## config.mk

```make
export PLATFORM = sky130hd
export DESIGN_NAME = screen_ctrl
export DESIGN_NICKNAME = d
export VERILOG_FILES = /design/src/rtl/screen_ctrl.sv
export SDC_FILE = /design/constraint.sdc
export NUM_CORES = 1
export LEC_CHECK = 0
export ABC_AREA = 1
export CAP_MARGIN = 10
export CORE_ASPECT_RATIO = 0.7
export CORE_MARGIN = 2
export CORE_UTILIZATION = 50
export DETAILED_ROUTE_END_ITERATION = 10
export GPL_ROUTABILITY_DRIVEN = 0
export PLACE_DENSITY = 0.77
export SLEW_MARGIN = 20
export SYNTH_ARGS = -nofsm -noshare
export SYNTH_HDL_FRONTEND = slang
export SYNTH_SLANG_ARGS = --single-unit
```

## constraint.sdc

```tcl
create_clock -name clk65MHz -period 1.7 [get_ports clk65MHz]
set_input_delay 0.425 -clock clk65MHz [delete_from_list [all_inputs] [get_ports clk65MHz]]
set_output_delay 0.425 -clock clk65MHz [all_outputs]
set_load 0.02 [all_outputs]
```

## src/rtl/screen_ctrl.sv

```systemverilog
// Screen-mode sequencer: idle -> countdown -> play -> game-over, switched only at vblank start.
// Define SCREEN_CTRL_MULTI_EN to enable the multi-player mode; otherwise only SINGLE exists.
module screen_ctrl #(
  parameter int COUNTDOWN_FRAMES = 180,
  parameter int OVER_FRAMES      = 120,
  localparam int MAX_FRAMES = (COUNTDOWN_FRAMES > OVER_FRAMES) ? COUNTDOWN_FRAMES : OVER_FRAMES,
  localparam int CNT_W      = $clog2(MAX_FRAMES + 1)
) (
  input  logic             clk65MHz,
  input  logic             rst,
  input  logic             vblnk,
  input  logic             btn_single,
  input  logic             btn_multi,
  input  logic             btn_back,
  input  logic             game_over,
  output logic             screen_idle,
  output logic             screen_single,
  output logic             screen_multi,
  output logic             game_run,
  output logic             countdown,
  output logic [CNT_W-1:0] frame_cnt
);

`ifdef SCREEN_CTRL_MULTI_EN
  localparam logic MULTI_EN = 1'b1;
`else
  localparam logic MULTI_EN = 1'b0;
`endif

  localparam logic [1:0] ST_IDLE  = 2'd0;
  localparam logic [1:0] ST_COUNT = 2'd1;
  localparam logic [1:0] ST_PLAY  = 2'd2;
  localparam logic [1:0] ST_OVER  = 2'd3;

  localparam logic [CNT_W-1:0] CNT_ONE     = CNT_W'(1);
  localparam logic [CNT_W-1:0] CNT_ZERO    = CNT_W'(0);
  localparam logic [CNT_W-1:0] COUNT_LOAD  = CNT_W'(COUNTDOWN_FRAMES);
  localparam logic [CNT_W-1:0] OVER_LOAD   = CNT_W'(OVER_FRAMES);

  logic [1:0]       state_q, state_d;
  logic             mode_q, mode_d;
  logic [CNT_W-1:0] cnt_q, cnt_d;
  logic             req_vld_q, req_vld_d;
  logic             req_multi_q, req_multi_d;
  logic             go_q, go_d;
  logic             abort_q, abort_d;
  logic             vblnk_q, btn_single_q, btn_multi_q, btn_back_q;

  logic             frame_tick_s;
  logic             single_edge_s, multi_edge_s, back_edge_s;
  logic             req_vld_eff_s, req_multi_eff_s, go_eff_s, abort_eff_s;

  assign frame_tick_s  = vblnk & ~vblnk_q;
  assign single_edge_s = btn_single & ~btn_single_q;
  assign multi_edge_s  = btn_multi & ~btn_multi_q & MULTI_EN;
  assign back_edge_s   = btn_back & ~btn_back_q;

  // Pending flags including this cycle's events, so an event on the tick cycle still counts.
  always_comb begin
    req_vld_eff_s   = req_vld_q;
    req_multi_eff_s = req_multi_q;
    abort_eff_s     = abort_q;
    go_eff_s        = go_q;
    if (state_q == ST_IDLE) begin
      if (single_edge_s) begin
        req_vld_eff_s   = 1'b1;
        req_multi_eff_s = 1'b0;
      end else if (multi_edge_s) begin
        req_vld_eff_s   = 1'b1;
        req_multi_eff_s = 1'b1;
      end else if (back_edge_s) begin
        req_vld_eff_s   = 1'b0;
        req_multi_eff_s = 1'b0;
      end else begin
        req_vld_eff_s   = req_vld_q;
        req_multi_eff_s = req_multi_q;
      end
    end else begin
      abort_eff_s = abort_q | back_edge_s;
    end
    if ((state_q == ST_PLAY) && game_over) begin
      go_eff_s = 1'b1;
    end else begin
      go_eff_s = go_q;
    end
  end

  always_comb begin
    state_d     = state_q;
    mode_d      = mode_q;
    cnt_d       = cnt_q;
    req_vld_d   = req_vld_eff_s;
    req_multi_d = req_multi_eff_s;
    go_d        = go_eff_s;
    abort_d     = abort_eff_s;
    if (frame_tick_s) begin
      // Every tick consumes whatever was pending; nothing carries over to the next frame.
      req_vld_d   = 1'b0;
      req_multi_d = 1'b0;
      go_d        = 1'b0;
      abort_d     = 1'b0;
      if (abort_eff_s) begin
        state_d = ST_IDLE;
        cnt_d   = CNT_ZERO;
      end else begin
        case (state_q)
          ST_IDLE: begin
            if (req_vld_eff_s) begin
              state_d = ST_COUNT;
              mode_d  = req_multi_eff_s & MULTI_EN;
              cnt_d   = COUNT_LOAD;
            end else begin
              state_d = ST_IDLE;
            end
          end
          ST_COUNT: begin
            if (cnt_q == CNT_ONE) begin
              state_d = ST_PLAY;
              cnt_d   = CNT_ZERO;
            end else begin
              cnt_d = cnt_q - CNT_ONE;
            end
          end
          ST_PLAY: begin
            if (go_eff_s) begin
              state_d = ST_OVER;
              cnt_d   = OVER_LOAD;
            end else begin
              state_d = ST_PLAY;
            end
          end
          ST_OVER: begin
            if (cnt_q == CNT_ONE) begin
              state_d = ST_IDLE;
              cnt_d   = CNT_ZERO;
            end else begin
              cnt_d = cnt_q - CNT_ONE;
            end
          end
          default: begin
            state_d = ST_IDLE;
            cnt_d   = CNT_ZERO;
          end
        endcase
      end
    end else begin
      state_d = state_q;
    end
  end

  always_ff @(posedge clk65MHz) begin
    if (rst) begin
      state_q       <= ST_IDLE;
      mode_q        <= 1'b0;
      cnt_q         <= CNT_ZERO;
      req_vld_q     <= 1'b0;
      req_multi_q   <= 1'b0;
      go_q          <= 1'b0;
      abort_q       <= 1'b0;
      vblnk_q       <= 1'b0;
      btn_single_q  <= 1'b0;
      btn_multi_q   <= 1'b0;
      btn_back_q    <= 1'b0;
      screen_idle   <= 1'b1;
      screen_single <= 1'b0;
      screen_multi  <= 1'b0;
      game_run      <= 1'b0;
      countdown     <= 1'b0;
    end else begin
      state_q       <= state_d;
      mode_q        <= mode_d & MULTI_EN;
      cnt_q         <= cnt_d;
      req_vld_q     <= req_vld_d;
      req_multi_q   <= req_multi_d & MULTI_EN;
      go_q          <= go_d;
      abort_q       <= abort_d;
      vblnk_q       <= vblnk;
      btn_single_q  <= btn_single;
      btn_multi_q   <= btn_multi;
      btn_back_q    <= btn_back;
      // Outputs decode the next state so they switch on the same edge as the state itself.
      screen_idle   <= (state_d == ST_IDLE);
      screen_single <= (state_d != ST_IDLE) & ~(mode_d & MULTI_EN);
      screen_multi  <= (state_d != ST_IDLE) & mode_d & MULTI_EN;
      game_run      <= (state_d == ST_PLAY);
      countdown     <= (state_d == ST_COUNT);
    end
  end

  assign frame_cnt = cnt_q;

endmodule

```

==> flow_metrics.env <==
export IMPL_outcome="finished, final reports clean"
export IMPL_cts_hold_buffers=0
export IMPL_clock_fmax_ghz=0.605
export IMPL_dr_first_iter_drc_count=34
export IMPL_drv_cap=0
export IMPL_worst_setup_path_type="flip-flop to output port"
export IMPL_logic_depth_of_the_worst_setup_path_including_buffers=1
export IMPL_die_area_mm2=0.00253
export IMPL_tritoncts="built"
export IMPL_r2r_start="frame_cnt[1]"
export IMPL_htree_num_levels=1
export IMPL_drcViolationCount=0
export IMPL_finalNetCount=187
export IMPL_cts_buffers=3
export IMPL_placementRows=13
export IMPL_most_common_layout_cells="28 x sky130_fd_sc_hd__nand2_1, 20 x sky130_fd_sc_hd__dfxtp_1, 19 x sky130_fd_sc_hd__inv_1"
export IMPL_global_route_wire_length_before_repair_mm=3.89
export IMPL_critical_path_peak_fanout=1
export IMPL_coreArea_mm2=0.00194
export IMPL_finalCritPeriodShare=0.973
export IMPL_cts_reportedPaths_clkPinSlew_ns=0.11
export IMPL_clock_path_buffers=2
export IMPL_num_antenna_cells=0
export IMPL_cp_buffers_inverters=1
export IMPL_layout_commonest_cell="sky130_fd_sc_hd__nand2_1"
export IMPL_power_density_mw_per_mm2=815
export IMPL_die_h_um=42.7
export IMPL_post_synth_instance_area_mm2=0.00107
export IMPL_io_buffer_count=17
export IMPL_antenna_violations_before_repair=0
export IMPL_largest_register_ffs=8
export IMPL_fin_skew_ns=0.00246
export IMPL_worst_case_reg_to_reg_path_depth=9
export IMPL_minimum_clock_period_ns=1.65
export IMPL_end_kind="output port"
export IMPL_final_setup_violation_count=0
export IMPL_yosysUniqueCellTypes=27
export IMPL_clockRootBuffer="sky130_fd_sc_hd__clkbuf_4"
export IMPL_postSynthNetCount=156
export IMPL_grt_max_degree=12
export IMPL_worst_endpoint_required_ns=1.27
export IMPL_finalPower_mw=1.12
export IMPL_final_hold_viol_count=0
export IMPL_total_vias_in_the_final_route=1033
export IMPL_final_max_slew_violation_count=0
export IMPL_total_switching_power_uw=361
export IMPL_power_static_leakage_nw=0.702
export IMPL_power_clock_fraction=0.254
export IMPL_number_of_global_route_vias_before_repair=900
export IMPL_crit_path_from="screen_single"
export IMPL_cts_num_sinks=20
export IMPL_finalInstanceArea_mm2=0.00138
export IMPL_dpl_hpwl_mm=1.87
export IMPL_syn_area_per_cell_um2=7.27
export IMPL_critical_path_arrival_ns=1.23
export IMPL_place_area_mm2=0.00135
export IMPL_detailedRoute_firstPassIterationCount=4
export IMPL_reg2reg_slack_ns=0.16
export IMPL_chipWidth_um=59.3
export IMPL_irDropWorstVdd_mv=0.408
export IMPL_internal_power_uw=762
export IMPL_crit_slowest_cell="sky130_fd_sc_hd__clkdlybuf4s50_1"
export IMPL_p_seq_frac=0.463
export IMPL_grt_ovfl_total=0
export IMPL_worst_skew_pair_late_latency_ns=0.31
export IMPL_initial_utilization=0.552
export IMPL_critical_path_max_stage_delay_ns=0.60
export IMPL_route_detailed_wl_per_inst_um=12.4
export IMPL_endpoint="screen_single"
export IMPL_unrepaired_setup_endpoints_after_global_routing="false"
export IMPL_regToRegEndpoint="screen_single"
export IMPL_hold_path_class="flip-flop to flip-flop"
export IMPL_via_per_inst=5.19
export IMPL_cpLargestDelayFamily="buffers and inverters"
export IMPL_switching_share=0.322
export IMPL_synth_warnings=0
export IMPL_cells_after_synth=147
export IMPL_seq_total_area_yosys=0.375
export IMPL_crit_chain="clkdlybuf4s50_1"
export IMPL_drive_gt1_frac=0.209
export IMPL_wl_mm=2.46
export IMPL_top_level_ports=20
export IMPL_syn2layout_area_growth_pct=29.0
export IMPL_postSynthRegisterBits=20
export IMPL_finalHoldWorstSlack_ns=0.478
export IMPL_groute_usage_overall=0.204
export IMPL_startpoint_type="flip-flop"
export IMPL_route_antenna_remaining_nets=0
export IMPL_combPwrFrac=0.282
-- worst min-delay path, cell delays in order, from the launching register on --
cell and delay (ns):
sky130_fd_sc_hd__dfxtp_1 0.32, sky130_fd_sc_hd__inv_1 0.06, sky130_fd_sc_hd__a21oi_1 0.06
-- worst min path at each step --
stage	startpoint	endpoint	slack, ns	depth (start not counted)
6_report	go_q	go_q	0.48	2
5_1_grt	go_q	go_q	0.51	2
3_5_place_dp	go_q	go_q	0.47	2
2_1_floorplan	go_q	go_q	0.45	2
4_1_cts	go_q	go_q	0.48	2
3_3_place_gp	go_q	go_q	0.45	2
-- final cells by class --
type / count / area, um2
sequential: 20 / 400
tap: 22 / 27.5
clock buffer: 4 / 36.3
multi-input combinational: 103 / 567
fill: 164 / 557
inverter: 21 / 78.8
timing repair buffer: 29 / 269
-- synthesized netlist by cell type, drive strengths merged --
cell	number	share of area
nand3b	1	0.0070
and3	1	0.0059
xor2	2	0.016
nor3	1	0.0047
ha	2	0.023
nand2	35	0.15
o21bai	1	0.018
nand3	18	0.089
o21ai	5	0.027
dfxtp	20	0.37
xnor2	1	0.0082
buf	2	0.018
conb	1	0.0035
inv	21	0.074
clkbuf	1	0.0035
a21oi	9	0.042
nor2	21	0.10
nand4	5	0.035
-- power groups by stage --
stage / registers (mW) / logic, mW / clock network [mW]
2_1_floorplan: 0.550 / 0.183 / 0
3_3_place_gp: 0.530 / 0.314 / 0
3_5_place_dp: 0.532 / 0.323 / 0
4_1_cts: 0.521 / 0.317 / 0.289
5_1_grt: 0.524 / 0.352 / 0.308
6_report: 0.521 / 0.317 / 0.286
-- layer usage --
metal,GRT usage,vias up,share of wire
met5,0,-,0
li1,-,527,-
met3,0.0640,4,0.068
met4,0.0591,0,0.011
met2,0.310,39,0.45
met1,0.274,463,0.47
-- kinds of logic after synthesis --
group,synth area share
other cells,0.00351
xor+xnor,0.0246
compound gates,0.0867
flops,0.375
buf+inv,0.0949
fa+ha+maj,0.0234
simple gates,0.392
-- per-stage QoR --
step                setup TNS, ns   util  cells  worst slack (ns)
floorplan                       0      -    147             0.299
global placement           -0.214  0.696    195           -0.0401
detailed placement         -0.885  0.696    195            -0.105
CTS                             0  0.710    199            0.0128
global route                    0  0.712    199           0.00342
finish                          0  0.712    199            0.0463
-- what timing repair did --
item / 4_1_cts / 5_1_grt
gates resized for setup: 7 / 2
setup buffers: 0 / 0
pin swaps: 0 / 0
endpoints found under the setup margin: 7 / 2
hold endpoints to repair: 0 / 0
Power figures use the tool's default switching activity.
